<file path="src/rtl/sys_bus_arbiter.sv">
// Single-port RAM arbiter: one grant per cycle with a fixed-priority port 0 and a round-robin
// group, one-cycle read return, and a free-running clock-enable strobe for the CPU.
module sys_bus_arbiter #(
   parameter int NUM_PORTS  = 3,
   parameter int ADDR_WIDTH = 11,
   parameter int DATA_WIDTH = 8,
   parameter int PRIO0      = 1,
   parameter int CE_DIV     = 2048
) (
   input  logic                            clk,
   input  logic                            reset,
   input  logic [NUM_PORTS-1:0]            req,
   input  logic [NUM_PORTS-1:0]            we,
   input  logic [NUM_PORTS*ADDR_WIDTH-1:0] addr,
   input  logic [NUM_PORTS*DATA_WIDTH-1:0] wdata,
   output logic [NUM_PORTS-1:0]            gnt,
   output logic [NUM_PORTS-1:0]            rvalid,
   output logic [DATA_WIDTH-1:0]           rdata,
   output logic [ADDR_WIDTH-1:0]           mem_addr,
   output logic                            mem_we,
   output logic [DATA_WIDTH-1:0]           mem_wdata,
   input  logic [DATA_WIDTH-1:0]           mem_rdata,
   output logic                            ce
);

   localparam int PW = $clog2(NUM_PORTS);
   localparam int CW = $clog2(CE_DIV) + 1;
   localparam logic [CW-1:0] CE_LAST = CW'(CE_DIV - 1);
   localparam logic [NUM_PORTS-1:0] RR_MASK = (PRIO0 != 0) ?
      {{(NUM_PORTS-1){1'b1}}, 1'b0} : {NUM_PORTS{1'b1}};

   logic [NUM_PORTS-1:0]  elig_s;
   logic [NUM_PORTS-1:0]  gnt_next_s;
   logic [PW-1:0]         cand_s [NUM_PORTS];
   logic [PW-1:0]         ptr_r;
   logic [PW-1:0]         ptr_next_s;
   logic [PW-1:0]         win_idx_s;
   logic                  win_valid_s;
   logic                  win_rr_s;
   logic                  hit_s;
   logic [NUM_PORTS-1:0]  gnt_r;
   logic [NUM_PORTS-1:0]  rvalid_r;
   logic [ADDR_WIDTH-1:0] mem_addr_r;
   logic                  mem_we_r;
   logic [DATA_WIDTH-1:0] mem_wdata_r;
   logic [CW-1:0]         ce_cnt_r;
   logic [CW-1:0]         ce_cnt_next_s;
   logic                  ce_r;

   // A port is masked in the cycle it holds a grant, so a stale request is never granted twice
   assign elig_s = req & ~gnt_r;

   // ptr_r is the first index the round-robin search looks at; candidates wrap modulo NUM_PORTS
   for (genvar k = 0; k < NUM_PORTS; k++) begin : g_cand
      logic [PW:0] sum_s;
      assign sum_s     = {1'b0, ptr_r} + (PW+1)'(k);
      assign cand_s[k] = (sum_s >= (PW+1)'(NUM_PORTS)) ?
                         PW'(sum_s - (PW+1)'(NUM_PORTS)) : sum_s[PW-1:0];
   end

   // Winner selection: port 0 first when prioritised, otherwise first eligible round-robin port
   always_comb begin
      win_valid_s = 1'b0;
      win_idx_s   = '0;
      win_rr_s    = 1'b0;
      hit_s       = 1'b0;
      if ((PRIO0 != 0) && elig_s[0]) begin
         win_valid_s = 1'b1;
         win_idx_s   = '0;
      end else begin
         for (int k = 0; k < NUM_PORTS; k++) begin
            hit_s       = !win_valid_s && elig_s[cand_s[k]] && RR_MASK[cand_s[k]];
            win_idx_s   = hit_s ? cand_s[k] : win_idx_s;
            win_valid_s = win_valid_s | hit_s;
         end
         win_rr_s = win_valid_s;
      end
   end

   assign ptr_next_s = (win_idx_s == PW'(NUM_PORTS - 1)) ? '0 : win_idx_s + PW'(1);
   assign gnt_next_s = win_valid_s ? (NUM_PORTS'(1) << win_idx_s) : '0;

   // Grant register, RAM request register and the one-cycle-late read-valid pulse
   always_ff @(posedge clk or posedge reset) begin
      if (reset) begin
         gnt_r       <= '0;
         rvalid_r    <= '0;
         mem_we_r    <= 1'b0;
         mem_addr_r  <= '0;
         mem_wdata_r <= '0;
         ptr_r       <= '0;
      end else begin
         gnt_r    <= gnt_next_s;
         rvalid_r <= mem_we_r ? '0 : gnt_r;
         mem_we_r <= win_valid_s & we[win_idx_s];
         if (win_valid_s) begin
            mem_addr_r  <= addr[win_idx_s*ADDR_WIDTH +: ADDR_WIDTH];
            mem_wdata_r <= wdata[win_idx_s*DATA_WIDTH +: DATA_WIDTH];
         end
         if (win_rr_s) begin
            ptr_r <= ptr_next_s;
         end
      end
   end

   assign ce_cnt_next_s = (ce_cnt_r == CE_LAST) ? '0 : ce_cnt_r + CW'(1);

   // ce is registered from the next count so it is high exactly while the counter sits at CE_DIV-1
   always_ff @(posedge clk or posedge reset) begin
      if (reset) begin
         ce_cnt_r <= '0;
         ce_r     <= 1'b0;
      end else begin
         ce_cnt_r <= ce_cnt_next_s;
         ce_r     <= (ce_cnt_next_s == CE_LAST);
      end
   end

   assign gnt       = gnt_r;
   assign rvalid    = rvalid_r;
   assign rdata     = mem_rdata;
   assign mem_addr  = mem_addr_r;
   assign mem_we    = mem_we_r;
   assign mem_wdata = mem_wdata_r;
   assign ce        = ce_r;

endmodule
</file>
<file path="config.mk">
export PLATFORM = sky130hd
export DESIGN_NAME = sys_bus_arbiter
export DESIGN_NICKNAME = d
export VERILOG_FILES = /design/src/rtl/sys_bus_arbiter.sv
export SDC_FILE = /design/constraint.sdc
export NUM_CORES = 1
export LEC_CHECK = 0
export CAP_MARGIN = 10
export CORE_ASPECT_RATIO = 1.25
export CORE_UTILIZATION = 25
export DETAILED_ROUTE_END_ITERATION = 6
export PLACE_DENSITY = 0.58
export SYNTH_ARGS = -nofsm -noshare
export SYNTH_HDL_FRONTEND = slang
export SYNTH_SLANG_ARGS = --single-unit
</file>
<file path="constraint.sdc">
create_clock -name clk -period 2.9 [get_ports clk]
set_input_delay 0.58 -clock clk [delete_from_list [all_inputs] [get_ports clk]]
set_output_delay 0.58 -clock clk [all_outputs]
set_load 0.05 [all_outputs]
</file>
==> impl_metrics.env <==
export IMPL_grt_overflow=0
export IMPL_routed_wl_microns=6360
export IMPL_drtPass1Iterations=4
export IMPL_setup_viol=0
export IMPL_crit_buf_inv=1
export IMPL_hp_class="reg -> reg"
export IMPL_yosysTopAreaCell="dfrtp_1"
export IMPL_cpMaxStageDelayCell="nor2_1"
export IMPL_worst_pin_slew_ns=0.967
export IMPL_cp_top_family="simple AND/OR/NAND/NOR gates"
export IMPL_clk_latency_ns=0.29
export IMPL_crit_chain="inv_1, ha_1, nand4bb_1, a21oi_2, nor2_1, nand2_1, a31oi_1"
export IMPL_criticalPathCategory="reg -> reg"
export IMPL_final_util_pct=38.0
export IMPL_wl_met3_microns=487
export IMPL_relSlewSlack_pct=35.3
export IMPL_ys_ff_latch=41
export IMPL_groute_usage_overall_pct=14.4
export IMPL_initial_core_util_pct=25.6
export IMPL_vias=2070
export IMPL_end_kind="register"
export IMPL_maxCapViolations=0
export IMPL_cts_hold_buf=0
export IMPL_drtIter0Drc=83
export IMPL_clk_pin_slew_ns=0.08
export IMPL_cts_setup_buffers=0
export IMPL_status="completed"
export IMPL_syn_to_final_growth_pct=48.6
export IMPL_die_height_microns=107
export IMPL_met2_length_microns=3260
export IMPL_remaining_drc_errors=0
export IMPL_synth_area_leaders="dfrtp_1 (46%), nand3_1 (7.7%), a22oi_1 (6.4%)"
export IMPL_synth_flop_cell="dfrtp_1"
export IMPL_worstPathRequired_ns=3.11
export IMPL_cp_start_kind="register"
export IMPL_gp_congestion=0.794
export IMPL_routedWlPerCell_microns=14.7
export IMPL_place_hpwl_microns=4860
export IMPL_crit_fanout=13
export IMPL_cts_buffer_depth=2
export IMPL_synth_edf_count=0
export IMPL_cts_max_level=2
export IMPL_ys_warn_count=0
export IMPL_wl_met1_microns=2510
export IMPL_leakagePower_nw=1.34
export IMPL_crit_arrival_ns=2.68
export IMPL_stdcell_count=433
export IMPL_synth_seq_area_share_pct=46.4
export IMPL_netlist_instances=228
export IMPL_synth_nets=307
export IMPL_synth_top_area_share_pct=46.4
export IMPL_syn_avg_cell_area_sq_um=9.71
export IMPL_core_area_sq_um=8650
export IMPL_rsz0062_at_grt="false"
export IMPL_first_global_vias=2155
export IMPL_rows=38
export IMPL_synth_area_sq_um=2210
export IMPL_chipWidth_microns=86.2
export IMPL_yosys_cell_types_count=46
export IMPL_grt_max_degree=42
export IMPL_p_per_area_nw_per_um2=896
export IMPL_hold_violations=0
export IMPL_numCtsBuffers=5
export IMPL_fin_crit_sh_pct=85.3
export IMPL_fmax_ghz=0.404
export IMPL_nets=392
export IMPL_async_flop_share_pct=100
export IMPL_drive_gt1_share_pct=7.35
export IMPL_final_max_slew_violation_count=0
export IMPL_cts_sinks=41
export IMPL_cts_tree="built"
export IMPL_dieArea_sq_um=9240
export IMPL_postCtsResizedCells=0
export IMPL_fin_skew_ns=0.00530
export IMPL_tns_ns=0
export IMPL_antenna_found_initial=0
export IMPL_highest_layer="met4"
export IMPL_postRouteAntennaNets=0
export IMPL_diodes=0
export IMPL_grt_first_pass_wirelength_microns=10300
export IMPL_fin_crit_ns=2.47
export IMPL_place_inst=426
export IMPL_ios=108
export IMPL_io_buffers=91
export IMPL_power_w=0.00295
export IMPL_cts_root_buf="clkbuf_8"
export IMPL_viasPerCell=4.78
export IMPL_slowest_delay_ns=0.63
export IMPL_ir_drop_mv=0.394
-- state kept, by name, summed over array words and instances, names as in the netlist --
signal     count
ptr_r          2
mem_we         1
mem_addr      11
mem_wdata      8
gnt            3
ce             1
ce_cnt_r      12
rvalid         3
-- per-stage QoR --
step                      hold slack (ns)  setup WS [ns]  area, sq um
after floorplan                     0.458          0.762         2210
after global placement              0.479          0.240         3200
after detailed placement            0.481          0.222         3200
after global routing                0.512          0.172         3290
final                               0.491          0.427         3290
after CTS                           0.493          0.413         3290
-- cell usage in the layout, fill, tap and decap left out, types with 7 or more instances in the layout --
cell type / instances
inv_1: 8
nor3_1: 11
nand2_1: 18
nor2_1: 7
clkdlybuf4s50_1: 91
nand3_1: 34
dfrtp_1: 41
a22oi_1: 19
a31oi_1: 7
-- area by class of cell --
cell class / count / area [sq um]
Timing Repair Buffer: 97 / 956
Multi-Input combinational cell: 157 / 1030
Clock buffer: 7 / 86.3
Tap cell: 120 / 150
Inverter: 11 / 43.8
Fill cell: 896 / 5360
Sequential cell: 41 / 1030
-- routing by layer --
layer | global-route usage [%] | vias up
met1 | 16.7 | 972
li1 | - | 990
met5 | 0 | -
met3 | 3.39 | 13
met2 | 25.8 | 95
met4 | 5.00 | 0
-- cell families (layout without fill, tap and decap cells) --
kind of cell             count (synthesis)  count (layout)  synth area share [%]
AO/OA/AOI/OAI                           46              46                  15.7
XOR/XNOR                                 8               8                  3.17
adder cells (fa/ha/maj)                  6               6                  3.39
buffers and inverters                   30             115                  7.24
flip-flops                              41              41                  46.4
multiplexers                             1               1                 0.509
AND/OR/NAND/NOR                         96              96                  23.6
-- worst register-to-register path, delay by kind of cell, from the launching register on --
family | cells | cell delay (ns)
AND/OR/NAND/NOR | 3 | 1.16
adder cells (fa/ha/maj) | 1 | 0.45
flip-flops | 1 | 0.37
AO/OA/AOI/OAI | 2 | 0.32
buffers and inverters | 1 | 0.09
-- report_power, final --
group | switching (W) | leakage, nW | internal [W]
registers | 0.000108 | 0.514 | 0.000736
clock network | 0.000186 | 0.0443 | 0.000189
logic | 0.00110 | 0.783 | 0.000626
-- synth_stat cells, types with 2 or more instances --
master,instances
nand4_1,2
nand4b_1,2
buf_2,6
nand2_1,18
a22oi_1,19
o21ai_0,4
nand3_1,34
inv_1,9
nor3_1,11
buf_4,8
xnor2_1,3
nand4bb_1,2
nor2b_1,6
dfrtp_1,41
nor3b_1,4
a21oi_1,3
or2_2,2
a31oi_1,7
nor2_1,7
o32a_1,2
clkbuf_1,4
xor2_1,5
ha_1,6
-- worst paths after layout --
kind / from / endpoint / slack, ns / depth (start not counted)
max: ptr_r[0] / mem_wdata[7] / 0.43 / 7
min: ce_cnt_r[6] / ce_cnt_r[6] / 0.49 / 1
max reg2reg: ptr_r[0] / mem_wdata[7] / 0.43 / 7
min reg2reg: ce_cnt_r[6] / ce_cnt_r[6] / 0.49 / 1
max in group asynchronous: reset / mem_addr[5] / 1.56 / 2
min in group asynchronous: reset / rvalid[1] / 0.78 / 2
Note: power is estimated with default switching activity, not from simulation.
